[src/rtl/cdb_arbiter_pkg.sv]
// Shared constants and types for the common-data-bus arbiter and its per-source result FIFOs.
package cdb_arbiter_pkg;

    localparam int RBID      = 4;
    localparam int RLEN      = 32;
    localparam int CDB_DEPTH = 4;

    localparam logic TRUE  = 1'b1;
    localparam logic FALSE = 1'b0;

    localparam logic [RBID-1:0] NULL_IDX = '0;
    localparam logic [RLEN-1:0] NULL_VAL = '0;

    typedef enum logic {
        SRC_ALU = 1'b0,
        SRC_LSB = 1'b1
    } src_e;

    typedef struct packed {
        logic [RBID-1:0] idx;
        logic [RLEN-1:0] val;
    } cdb_entry_t;

endpackage

[src/rtl/cdb_fifo.sv]
// Result buffer for one execution unit: push when not full, pop on grant, flush on misprediction.
module cdb_fifo
    import cdb_arbiter_pkg::*;
#(
    parameter int FIFO_DEPTH = CDB_DEPTH
) (
    input  logic       clk,
    input  logic       rst,
    input  logic       i_en,
    input  logic       i_flush,
    input  logic       i_push,
    input  cdb_entry_t i_push_data,
    input  logic       i_pop,
    output cdb_entry_t o_head_data,
    output logic       o_full,
    output logic       o_empty
);

    localparam int PTR_W = $clog2(FIFO_DEPTH);
    localparam int CNT_W = PTR_W + 1;
    localparam logic [CNT_W-1:0] FULL_CNT = CNT_W'(FIFO_DEPTH);

    logic [PTR_W-1:0] r_head;
    logic [PTR_W-1:0] r_tail;
    logic [CNT_W-1:0] r_count;
    cdb_entry_t       r_mem [FIFO_DEPTH];

    logic w_push;
    logic w_pop;

    assign o_full      = (r_count == FULL_CNT);
    assign o_empty     = (r_count == '0);
    assign o_head_data = r_mem[r_head];

    // Fullness is judged on the pre-edge count, so a push into a full buffer is lost even if it pops now.
    assign w_push = i_en && !i_flush && i_push && !o_full;
    assign w_pop  = i_en && !i_flush && i_pop  && !o_empty;

    always_ff @(posedge clk) begin
        if (!rst || i_flush) begin
            r_head  <= '0;
            r_tail  <= '0;
            r_count <= '0;
        end else begin
            if (w_push) begin
                r_tail <= r_tail + PTR_W'(1);
            end
            if (w_pop) begin
                r_head <= r_head + PTR_W'(1);
            end
            if (w_push && !w_pop) begin
                r_count <= r_count + CNT_W'(1);
            end else if (w_pop && !w_push) begin
                r_count <= r_count - CNT_W'(1);
            end
        end
    end

    always_ff @(posedge clk) begin
        if (w_push) begin
            r_mem[r_tail] <= i_push_data;
        end
    end

endmodule

[src/rtl/cdb_arbiter.sv]
// Merges ALU and LSB results onto one registered broadcast bus, alternating grants under contention.
module cdb_arbiter
    import cdb_arbiter_pkg::*;
#(
    parameter int FIFO_DEPTH = CDB_DEPTH
) (
    input  logic            clk,
    input  logic            rst,
    input  logic            rdy,
    input  logic            jp_wrong,
    input  logic            val_flag_ALU,
    input  logic [RBID-1:0] val_idx_ALU,
    input  logic [RLEN-1:0] val_ALU,
    input  logic            val_flag_LSB,
    input  logic [RBID-1:0] val_idx_LSB,
    input  logic [RLEN-1:0] val_LSB,
    output logic            ALU_full,
    output logic            LSB_full,
    output logic            cdb_flag,
    output logic [RBID-1:0] cdb_idx,
    output logic [RLEN-1:0] cdb_val,
    output logic            cdb_src
);

    cdb_entry_t w_alu_head;
    cdb_entry_t w_lsb_head;
    cdb_entry_t w_grant_entry;
    logic       w_alu_empty;
    logic       w_lsb_empty;
    logic       w_grant_vld;
    src_e       w_grant_src;

    src_e            r_last_grant;
    logic            r_cdb_flag;
    logic [RBID-1:0] r_cdb_idx;
    logic [RLEN-1:0] r_cdb_val;
    logic            r_cdb_src;

    cdb_fifo #(.FIFO_DEPTH(FIFO_DEPTH)) u_alu_fifo (
        .clk         (clk),
        .rst         (rst),
        .i_en        (rdy),
        .i_flush     (jp_wrong),
        .i_push      (val_flag_ALU),
        .i_push_data ({val_idx_ALU, val_ALU}),
        .i_pop       (w_grant_vld && (w_grant_src == SRC_ALU)),
        .o_head_data (w_alu_head),
        .o_full      (ALU_full),
        .o_empty     (w_alu_empty)
    );

    cdb_fifo #(.FIFO_DEPTH(FIFO_DEPTH)) u_lsb_fifo (
        .clk         (clk),
        .rst         (rst),
        .i_en        (rdy),
        .i_flush     (jp_wrong),
        .i_push      (val_flag_LSB),
        .i_push_data ({val_idx_LSB, val_LSB}),
        .i_pop       (w_grant_vld && (w_grant_src == SRC_LSB)),
        .o_head_data (w_lsb_head),
        .o_full      (LSB_full),
        .o_empty     (w_lsb_empty)
    );

    // Under contention the source that did not win last time goes first.
    always_comb begin
        w_grant_vld = FALSE;
        w_grant_src = SRC_ALU;
        if (!w_alu_empty && !w_lsb_empty) begin
            w_grant_vld = TRUE;
            w_grant_src = (r_last_grant == SRC_ALU) ? SRC_LSB : SRC_ALU;
        end else if (!w_alu_empty) begin
            w_grant_vld = TRUE;
            w_grant_src = SRC_ALU;
        end else if (!w_lsb_empty) begin
            w_grant_vld = TRUE;
            w_grant_src = SRC_LSB;
        end
    end

    assign w_grant_entry = (w_grant_src == SRC_LSB) ? w_lsb_head : w_alu_head;

    always_ff @(posedge clk) begin
        if (!rst) begin
            r_cdb_flag   <= FALSE;
            r_cdb_idx    <= NULL_IDX;
            r_cdb_val    <= NULL_VAL;
            r_cdb_src    <= SRC_ALU;
            r_last_grant <= SRC_LSB;
        end else if (jp_wrong) begin
            r_cdb_flag   <= FALSE;
            r_last_grant <= SRC_LSB;
        end else if (rdy) begin
            if (w_grant_vld) begin
                r_cdb_flag   <= TRUE;
                r_cdb_idx    <= w_grant_entry.idx;
                r_cdb_val    <= w_grant_entry.val;
                r_cdb_src    <= w_grant_src;
                r_last_grant <= w_grant_src;
            end else begin
                r_cdb_flag   <= FALSE;
            end
        end
    end

    assign cdb_flag = r_cdb_flag;
    assign cdb_idx  = r_cdb_idx;
    assign cdb_val  = r_cdb_val;
    assign cdb_src  = r_cdb_src;

endmodule

[config.mk]
export PLATFORM = sky130hd
export DESIGN_NAME = cdb_arbiter
export DESIGN_NICKNAME = d
export VERILOG_FILES = /design/src/rtl/cdb_arbiter_pkg.sv /design/src/rtl/cdb_fifo.sv /design/src/rtl/cdb_arbiter.sv
export SDC_FILE = /design/constraint.sdc
export NUM_CORES = 1
export LEC_CHECK = 0
export CAP_MARGIN = 20
export CORE_ASPECT_RATIO = 0.6
export CORE_MARGIN = 2
export CORE_UTILIZATION = 30
export CTS_CLUSTER_DIAMETER = 200
export CTS_CLUSTER_SIZE = 10
export DETAILED_ROUTE_END_ITERATION = 8
export GPL_ROUTABILITY_DRIVEN = 0
export SYNTH_ARGS = -nofsm -noshare
export SYNTH_HDL_FRONTEND = slang
export SYNTH_SLANG_ARGS = --single-unit
[constraint.sdc]
create_clock -name clk -period 2.4 [get_ports clk]
set_input_delay 0.48 -clock clk [delete_from_list [all_inputs] [get_ports clk]]
set_output_delay 0.48 -clock clk [all_outputs]
set_load 0.1 [all_outputs]
Word level (Yosys, flattened, before mapping)

Memory sizes are Yosys's and may differ from the RTL's. A register that Yosys moved wholly into a read port is not among the register bits.
Index checks and enable logic that the tools add are counted.

Add/sub/neg operators: 8
Equality and inequality tests: 2
Muxes and demuxes: 20
Bitwise gates (word level): 3
Reduce and logical (&&, ||, !) cells: 34

Operator list:

| operator              | number |
|---|---|
| $mux W36              | 1 |
| $logic_and A1 B1 Y1   | 16 |
| $mux W3               | 4 |
| $mux W1               | 11 |
| $logic_not A1 Y1      | 10 |
| $add A2 B1 Y2 const B | 4 |
| $mux W2               | 4 |
| $add A3 B1 Y3 const B | 2 |
| $eq A3 B3 Y1 const B  | 2 |
| $logic_not A3 Y1      | 2 |
| $sub A3 B1 Y3 const B | 2 |
| $reduce_bool A2 Y1    | 2 |
| $not A1 Y1            | 3 |
| $reduce_and A3 Y1     | 1 |
| $reduce_and A2 Y1     | 1 |
| $reduce_or A2 Y1      | 1 |
| $logic_or A1 B1 Y1    | 1 |

Register bits after elaboration: 53
Memory bits (writable): 288
Bits of input ports: 78
Output and inout bits: 40
Word-level logic and storage cells: 80
Memories: 2

Memories:

| memory           | words | width | rd ports | clocked after memory_dff | wr ports | RTL line       | text |
|---|---|---|---|---|---|---|---|
| u_alu_fifo.r_mem | 4     | 36    | 1        | 1                        | 1        | cdb_fifo.sv:26 | `cdb_entry_t r_mem [FIFO_DEPTH];` |
| u_lsb_fifo.r_mem | 4     | 36    | 1        | 1                        | 1        | cdb_fifo.sv:26 |  |

Logic depth before layout (Yosys ltp)

Gate-level depths: netlist (run 1).

Word-level depth: 11
Mapped depth: 11
Gate-level depth less buffers: 9

By module

From an unflattened synthesis (run 1), not the netlist that was laid out.

Cells, all modules: 720
Area total of the unflattened synthesis: 13869.6 um^2

Modules (own cells, without submodules):

| module      | instances | cells an instance | area each (um^2) | sequential area each (um^2) |
|---|---|---|---|---|
| cdb_fifo    | 2         | 243               | 5725.5           | 4504.3 |
| cdb_arbiter | 1         | 234               | 2418.6           | 780.7 |

Least setup slack after synthesis (run 1)

Ideal clock, no wire load.

Kind: reg-to-reg
Start: register u_lsb_fifo.r_count[0]
End: register u_lsb_fifo.r_count[2]
Library setup time: 0.070 ns
Data arrival time: 4.056 ns
Required time: 2.330 ns
Path slack: -1.726 ns
Stages on the path, launching flop included: 10
Path buffers: 1
Period minus slack after synthesis: 4.126 ns
Path through: dfxtp_1 -> nor3b_1 -> and3b_1 -> clkbuf_1 -> ha_1 -> inv_1 -> fa_1 -> xor2_1 -> or3_1 -> a21oi_1

Elaborated cells between the ends (all ways): 23
Those cells by class: add/sub: 2; eq/ne: 1; mux: 7; reduce/logical: 13

RTL lines:

| what                         | RTL line          | text |
|---|---|---|
| start: declaration           | cdb_fifo.sv:25    | `logic [CNT_W-1:0] r_count;` |
| start signal: assignment     | cdb_fifo.sv:52    | `r_count <= r_count + CNT_W'(1);` |
| start signal: assignment     | cdb_fifo.sv:54    | `r_count <= r_count - CNT_W'(1);` |
| $eq A3 B3 Y1 (*)             | cdb_fifo.sv:31    | `assign o_full = (r_count == FULL_CNT);` |
| net LSB_full                 | cdb_arbiter.sv:18 | `output logic LSB_full,` |
| $logic_not A1 Y1 (*)         | cdb_fifo.sv:36    | `assign w_push = i_en && !i_flush && i_push && !o_full;` |
| $logic_and A1 B1 Y1 (*)      | cdb_fifo.sv:36    |  |
| net u_lsb_fifo.w_push        | cdb_fifo.sv:28    | `logic w_push;` |
| $logic_not A1 Y1             | cdb_fifo.sv:53    | `end else if (w_pop && !w_push) begin` |
| $logic_and A1 B1 Y1          | cdb_fifo.sv:53    |  |
| $reduce_bool A2 Y1 (no line) | n/a               |  |

The timed path passes the listed nets; every way through them passes the cells marked *. The select of a mux whose other input is x is not followed.
A chain may end at the register's enable or synchronous reset.

Worst setup path in the final report (run 1)

Start: input port jp_wrong
End: register u_alu_fifo.r_count[2]

Longest elaborated chain between the ends: 7
Elaborated cells between the ends (all ways): 13
Those cells by class: mux: 1; reduce/logical: 12

Ends and longest elaborated chain:

| what                                                 | RTL line                       | text |
|---|---|---|
| start: declaration                                   | cdb_arbiter.sv:10              | `input logic jp_wrong,` |
| $logic_not A1 Y1                                     | cdb_fifo.sv:36, cdb_fifo.sv:37 |  |
| $logic_and A1 B1 Y1                                  | cdb_fifo.sv:36, cdb_fifo.sv:37 |  |
| $logic_and A1 B1 Y1 (on tied branches) (2 in a row)  | cdb_fifo.sv:37, cdb_fifo.sv:36 |  |
| $logic_not A1 Y1 (on tied branches)                  | cdb_fifo.sv:51, cdb_fifo.sv:53 |  |
| $logic_and A1 B1 Y1 (on tied branches)               | cdb_fifo.sv:51, cdb_fifo.sv:53 |  |
| $mux W3 / $reduce_bool A2 Y1 (equally long branches) | n/a                            |  |
| end signal: assignment                               | cdb_fifo.sv:52                 |  |
| end signal: assignment                               | cdb_fifo.sv:54                 |  |
| end: declaration                                     | cdb_fifo.sv:25                 |  |

Several ways; a longest one is shown, not always the timed one.

==> impl_results.md, run 1 <==
* Endpoints failing setup at 0
* Pre-antenna DRT Iters at 5
* Top cells by area, synth: edfxtp_1 (67%), mux4_2 (13%), dfxtp_1 (8.9%)
* Prevailing post-synth register cell: edfxtp_1
* Syn Area/Cell at 21.0 um2
* CP startpoint: jp_wrong
* R2r setup slk at 180 ps
* Hold WS at 465 ps
* Crit path DAT at 2690 ps
* Number of cell rows at 58
* Post-placement cell area at between 15000 and 20000 um2
* Post-synth ARST share at 0%
* Initial antenna violation count at 2
* WP data required at 2860 ps
* Clk Latency, worst-skew pair at 530 ps
* Final hold violations at 0
* MaxCap Viol Count at 0
* Slew HR at 58.3%
* Post-DP HPWL at 19800 um
* Count of state elements after synthesis at 345
* Top cell type by total area after synthesis: edfxtp_1
* Die Footprint at ~44000 um2
* Initial drt markers at 798
* Power per cell area at 782 nW/um2
* Die height at 164 um
* Startpoint Class: input pin
* RSZ-0062 raised after global routing: no
* Max Freq at roughly 450 MHz
* Post-DRT Antenna Nets at 0
* Avg WL per Cell at between 20 and 25 um
* DRC Markers at 0
* Area of the mapped netlist at 12800 um2
* Root Driver: clkbuf_16
* P&R area growth vs syn at 27.4%
* Clk sinks at 345
* Reg-to-reg endpoint: u_lsb_fifo.r_count[2]$_SDFFE_PP0P_
* Nets at 870
* Reg clk slew, reported paths at 60 ps
* CTS Buffer Depth at 3
* CP Class: input pin to flop
* Post-synth EDFFs at 288
* Num ports at 118
* Status: completed
* FF-to-FF path depth at 9
* Vias/cell at 4.74
* Vias in the first global route at 6791
* Detailed Route WL at 30900 um
* Cell variety after synth at 33
* Hold crit path type: input pin to flop
* Least-Margin Pin Slew at 625 ps
* Max Slew Vio Count at 0
* Worst vdd ir at approximately 0.00036 V
* IO buf count at between 100 and 150
* Yosys warning count at 0
* Fin crit period at 2230 ps
* Layout filler cell count at 3767
* Die width at ~270 um
* Total core area at between 40000 and 50000 um2
* Starting Density at 30.5%
* Lkg Pwr at about 5.2 nW
* Layout cells sized above 1 at 28.9%
* Clock Skew at 19.4 ps
* CTS buffer count at 40
* Post-Synthesis Cells at between 600 and 700
* H-tree depth at 2
* Worst Path Max Fanout at 4
* Seq/Total Area, Yosys at roughly three quarters
* Crit path capture: u_alu_fifo.r_count[2]$_SDFFE_PP0P_
* Crit share post-route at between 90% and 100%
* R2r startpoint: u_alu_fifo.r_count[2]$_SDFFE_PP0P_
* Syn_nets at roughly 700
* Total gr overflow at 0
* Hold Buf Count CTS at 0
* CP Capture Type: flop
* Final instance area at about 16000 um2
* All-Layer GR Usage at 14.0%
* CTS tree: yes
* Yosys top cell area share at 67.5%
* Largest net degree at the start of global routing at 41
* Via count at 6567
* Post-CTS Setup Bufs at 0
* Global-route wire length before repair at 45600 um
-- synthesized netlist by cell type (3+ instances only) --
library cell,number
a21oi_1,6
a222oi_1,36
and2_1,8
buf_2,10
buf_6,5
clkbuf_1,19
dfxtp_1,57
edfxtp_1,288
ha_1,10
inv_1,9
mux2i_1,4
mux4_2,72
nor2_1,13
nor2b_1,38
nor3_1,3
or3_1,4
xnor2_1,4
xor2_1,4
-- layer usage --
layer	part of all wire [%]	global-route usage [%]	vias up
met1	47	20.5	3431
met3	6.1	3.38	32
met2	46	21.3	216
li1	-	-	2888
met4	1.1	2.89	0
met5	0	0	-
-- flip-flops by register name, indices dropped and copies added, names as in the netlist, named ones only --
name and count:
u_lsb_fifo.r_tail 2, u_alu_fifo.r_head 2, u_lsb_fifo.r_mem 144, u_alu_fifo.r_count 3, cdb_val 32, cdb_idx 4
cdb_src 1, u_alu_fifo.r_tail 2, u_alu_fifo.r_mem 144, u_lsb_fifo.r_count 3, r_last_grant 1, u_lsb_fifo.r_head 2
cdb_flag 1
-- cells by family (layout without fill, tap and decap cells) --
logic type               count (synthesis)  after routing  share of synthesized area (%)
buffers and inverters                   45            246                           1.74
multiplexers                            76             76                           13.0
other                                    0              2                              0
flip-flops                             345            345                           76.4
AO/OA/AOI/OAI                           50             50                           3.66
adder cells (fa/ha/maj)                 12             12                           1.29
AND/OR/NAND/NOR                         75             75                           3.44
XOR/XNOR                                 8              8                          0.547
-- worst max-delay path, cell delays in order --
cell and delay (ps):
clkdlybuf4s50_1 520, nor2b_1 280, and3b_1 280, ha_4 150
inv_2 30, fa_2 320, xor2_1 170, or3_1 310
a21oi_1 140
-- cell usage in the layout, fill, tap and decap left out, drive strengths merged, types with 6 or more instances in the layout --
| master | instances |
|---|---|
| buf | 87 |
| clkbuf | 71 |
| a222oi | 36 |
| mux4 | 72 |
| nor2 | 13 |
| dfxtp | 57 |
| and2 | 8 |
| a21oi | 6 |
| clkdlybuf4s50 | 76 |
| ha | 10 |
| nor2b | 38 |
| edfxtp | 288 |
| inv | 11 |
-- report_power, final --
part           internal (mW)  switching [mW]  total, mW
Combinational          0.291           0.413      0.703
Sequential              6.56          0.0365       6.59
Clock                   3.20            2.27       5.47
Total                   10.0            2.72       12.8
-- through the flow --
stage | total power, mW | cells | util [%] | setup slack (ps) | setup TNS [ps]
2_1_floorplan | 7.08 | 611 | - | -161 | -534
3_3_place_gp | 7.41 | 1308 | 36.1 | -322 | -20410
3_5_place_dp | 7.43 | 1308 | 36.1 | -359 | -30160
4_1_cts | 12.9 | 1382 | 38.9 | 106 | 0
5_1_grt | 13.2 | 1383 | 38.9 | 36.0 | 0
6_report | 12.8 | 1384 | 38.9 | 174 | 0
-- cell type report --
type | instances | area [um2] | area share [%]
well taps | 570 | 713 | 4.37
diodes | 2 | 5.00 | 0.0306
flip-flops and latches | 345 | 9810 | 60.1
inverters | 9 | 33.8 | 0.207
multi-input cells | 221 | 2890 | 17.7
clock inverters | 3 | 25.0 | 0.153
clock buffers | 71 | 1140 | 6.97
repair buffers | 163 | 1720 | 10.6
-- how the worst min path moves through the flow --
stage,start,end,slack (ps),depth (start not counted)
detailed placement,u_lsb_fifo.r_count[2]$_SDFFE_PP0P_,u_lsb_fifo.r_count[2]$_SDFFE_PP0P_,500,2
global placement,u_alu_fifo.r_count[2]$_SDFFE_PP0P_,u_alu_fifo.r_count[2]$_SDFFE_PP0P_,490,2
global route,rst,cdb_val[15]$_SDFFE_PN0P_,480,2
finish,rst,cdb_val[15]$_SDFFE_PN0P_,460,2
floorplan,u_lsb_fifo.r_count[2]$_SDFFE_PP0P_,u_lsb_fifo.r_count[2]$_SDFFE_PP0P_,470,2
CTS,rst,cdb_val[15]$_SDFFE_PN0P_,460,2
-- repair_timing --
action | CTS | global route
setup endpoints to repair | 1 | 1
resized for setup | 1 | 0
pin swaps | 0 | 1
Power figures use the tool's default switching activity.
==> run 2: changes to the inputs <==
--- a/config.mk
+++ b/config.mk
@@ -10,9 +10,9 @@
 export CORE_MARGIN = 2
 export CORE_UTILIZATION = 30
 export CTS_CLUSTER_DIAMETER = 200
-export CTS_CLUSTER_SIZE = 10
 export DETAILED_ROUTE_END_ITERATION = 8
 export GPL_ROUTABILITY_DRIVEN = 0
+export SKIP_CTS_REPAIR_TIMING = 1
 export SYNTH_ARGS = -nofsm -noshare
 export SYNTH_HDL_FRONTEND = slang
 export SYNTH_SLANG_ARGS = --single-unit
==> run 2 against run 1 <==
  * Routed wire length down 1.9%
  * Final area down 1.6%
  * Critical path depth unchanged
  * Sequential share of layout area up 0.96 points
  * Cell count down 1.4%
  * Non-clock buffer count unchanged
  * Worst hold slack worse by 35 ps
  * Register-to-register slack about the same
  * Die area unchanged
  * Combinational power about the same
  * Clock skew up 3.1 ps
==> impl_results.md, run 2 (same netlist as run 1, synthesis figures left out) <==
* Root Driver: clkbuf_16 (unchanged)
* Max Freq at 449 MHz (about the same)
* Via count at 6448 (was 6567)
* Fin crit period at 2230 ps (about the same)
* Nets at 860 (was 870)
* R2r setup slk at 170 ps (was 180 ps)
* Max stage delay on crit path at 450 ps (was 520 ps)
* Detailed Route WL at 30300 um (was 30900 um)
* CP startpoint: u_alu_fifo.r_count[2]$_SDFFE_PP0P_ (was jp_wrong)
* CP Capture Type: flop (unchanged)
* Vias/cell at 4.72 (was 4.74)
* Global-route wire length before repair at 44900 um (was 45600 um)
* Reg-to-reg endpoint: u_alu_fifo.r_count[2]$_SDFFE_PP0P_ (was u_lsb_fifo.r_count[2]$_SDFFE_PP0P_)
* Pre-antenna DRT Iters at 6 (was 5)
* R2r startpoint: u_alu_fifo.r_count[2]$_SDFFE_PP0P_ (unchanged)
* H-tree depth at 1 (was 2)
* Post-placement cell area at 15200 um2 (unchanged)
* Slew HR at 59.6% (was 58.3%)
* Crit path capture: u_alu_fifo.r_count[2]$_SDFFE_PP0P_ (unchanged)
* Final WS setup at 174 ps (about the same)
* CP Class: flop to flop (was input pin to flop)
* Psw at 2.57 mW (was 2.72 mW)
* Internal at 9.26 mW (was 10.0 mW)
* RSZ-0062 raised after global routing: no (unchanged)
* Most frequent cells in the layout: edfxtp_1 (288), clkdlybuf4s50_1 (76), mux4_2 (72) (unchanged)
* Gate power share at 5.9% (was 5.5%)
* Worst Path Max Fanout at 6 (was 4)
* Worst vdd ir at 0.000552 V (was 0.000361 V)
* Starting Density at 30.5% (unchanged)
* MaxCap Viol Count at 0 (unchanged)
* Power per cell area at 736 nW/um2 (was 782 nW/um2)
* Reg clk slew, reported paths at 70 ps (was 60 ps)
* Avg WL per Cell at 22.2 um (was 22.3 um)
* Layout filler cell count at 3790 (was 3767)
* Die width at 271 um (unchanged)
* Endpoints failing setup at 0 (unchanged)
* Flop pwr share at 55.6% (was 51.6%)
* Post-DP HPWL at 19800 um (unchanged)
* Pre-CTS WS at -359 ps (unchanged)
* Total power at 11.8 mW (was 12.8 mW)
* CTS buffer count at 30 (was 40)
* Final hold violations at 0 (unchanged)
* Hold crit path type: input pin to flop (unchanged)
* Die height at 164 um (unchanged)
* Lkg Pwr at 5.08 nW (was 5.19 nW)
* Startpoint Class: flop (was input pin)
* Crit share post-route at 92.8% (was 92.7%)
* Clock Skew at 22.5 ps (was 19.4 ps)
* Number of cell rows at 58 (unchanged)
* Crit path DAT at 2720 ps (was 2690 ps)
* All-Layer GR Usage at 13.7% (was 14.0%)
* Vias in the first global route at 6623 (was 6791)
* Initial drt markers at 815 (was 798)
* CTS Buffer Depth at 3 (unchanged)
* Layout cells sized above 1 at 29.2% (was 28.9%)
* Final instance area at 16100 um2 (was 16300 um2)
* Largest net degree at the start of global routing at 41 (unchanged)
* FF-to-FF path depth at 9 (unchanged)
* P&R area growth vs syn at 25.4% (was 27.4%)
* CTS tree: yes (unchanged)
* Initial antenna violation count at 1 (was 2)
* Num ports at 118 (unchanged)
* Die Footprint at 44500 um2 (unchanged)
* Clock power share at 38.4% (was 42.9%)
* DRC Markers at 0 (unchanged)
* Crit path cell chain: or3_4 > o211a_2 > inv_1 > ha_4 > inv_2 > fa_2 > xor2_1 > or3_1 > a21oi_1 (was clkdlybuf4s50_1 > nor2b_1 > and3b_1 > ha_4 > inv_2 > fa_2 > xor2_1 > or3_1 > a21oi_1)
* Clk sinks at 345 (unchanged)
* WP data required at 2890 ps (was 2860 ps)
* Max Slew Vio Count at 0 (unchanged)
* Status: completed (unchanged)
* IO buf count at 117 (unchanged)
* Clk Latency, worst-skew pair at 570 ps (was 530 ps)
* Most common cell after layout, fill and taps aside: edfxtp_1 (unchanged)
* Switching Fraction at 21.7% (was 21.3%)
* Post-DRT Antenna Nets at 0 (unchanged)
* Total core area at 42000 um2 (unchanged)
* Hold WS at 430 ps (was 465 ps)
* CP max-delay cell: or3_4 (was clkdlybuf4s50_1)
* Total gr overflow at 0 (unchanged)
* Least-Margin Pin Slew at 607 ps (was 625 ps)
run 2: changes by cell type in the layout (fill, tap and decap cells not counted), sizes merged:
| cell | before | now |
|---|---|---|
| clkinv | 0 | 15 |
| inv | 11 | 9 |
| diode | 2 | 1 |
| clkbuf | 71 | 39 |
| bufinv | 0 | 1 |
run 2: per-stage QoR:
stage / std cells / TNS, ps / util (%)
4_1_cts: 1364 / -10.9 / 38.2
3_3_place_gp: 1308 / -20410 / 36.1
3_5_place_dp: 1308 / -30160 / 36.1
2_1_floorplan: 611 / -534 / -
5_1_grt: 1364 / 0 / 38.3
6_report: 1365 / 0 / 38.3
run 2: final cells by class:
| cell class | count | area (um2) | share of cell area [%] |
|---|---|---|---|
| Sequential cell | 345 | 9810 | 61.0 |
| Multi-Input combinational cell | 221 | 2890 | 17.9 |
| Timing Repair Buffer | 163 | 1720 | 10.7 |
| Clock buffer | 39 | 785 | 4.88 |
| Tap cell | 570 | 713 | 4.44 |
| Clock inverter | 17 | 124 | 0.771 |
| Inverter | 9 | 33.8 | 0.210 |
| Antenna cell | 1 | 2.50 | 0.0156 |
run 2: power groups by stage:
stage          registers (mW)  logic, mW  clock network (mW)
6_report                 6.59      0.703                4.55
5_1_grt                  6.59      0.746                4.93
4_1_cts                  6.59      0.710                4.69
3_5_place_dp             6.72      0.708                   0
3_3_place_gp             6.71      0.699                   0
2_1_floorplan            6.86      0.218                   0
run 2: worst min path at each step:
stage | startpoint | endpoint | slack, ps | cells after the start
after global routing | rst | cdb_val[15]$_SDFFE_PN0P_ | 440 | 2
after CTS | rst | cdb_val[15]$_SDFFE_PN0P_ | 410 | 2
after global placement | u_alu_fifo.r_count[2]$_SDFFE_PP0P_ | u_alu_fifo.r_count[2]$_SDFFE_PP0P_ | 490 | 2
after detailed placement | u_lsb_fifo.r_count[2]$_SDFFE_PP0P_ | u_lsb_fifo.r_count[2]$_SDFFE_PP0P_ | 500 | 2
after floorplan | u_lsb_fifo.r_count[2]$_SDFFE_PP0P_ | u_lsb_fifo.r_count[2]$_SDFFE_PP0P_ | 470 | 2
final | rst | cdb_val[20]$_SDFFE_PN0P_ | 430 | 2
run 2: critical path: cells and delay by family, from the launching register on:
kind	cells	cell delay, ps
compound gates	2	310
buf+inv	2	120
fa+ha+maj	2	460
xor+xnor	1	170
flops	1	330
simple gates	2	760
run 2: per-layer routing:
layer  routed length, um  track usage (%)
met4                 407             2.31
met1               14200             20.5
met5                   0                0
met2               13700             20.9
met3                2010             2.85
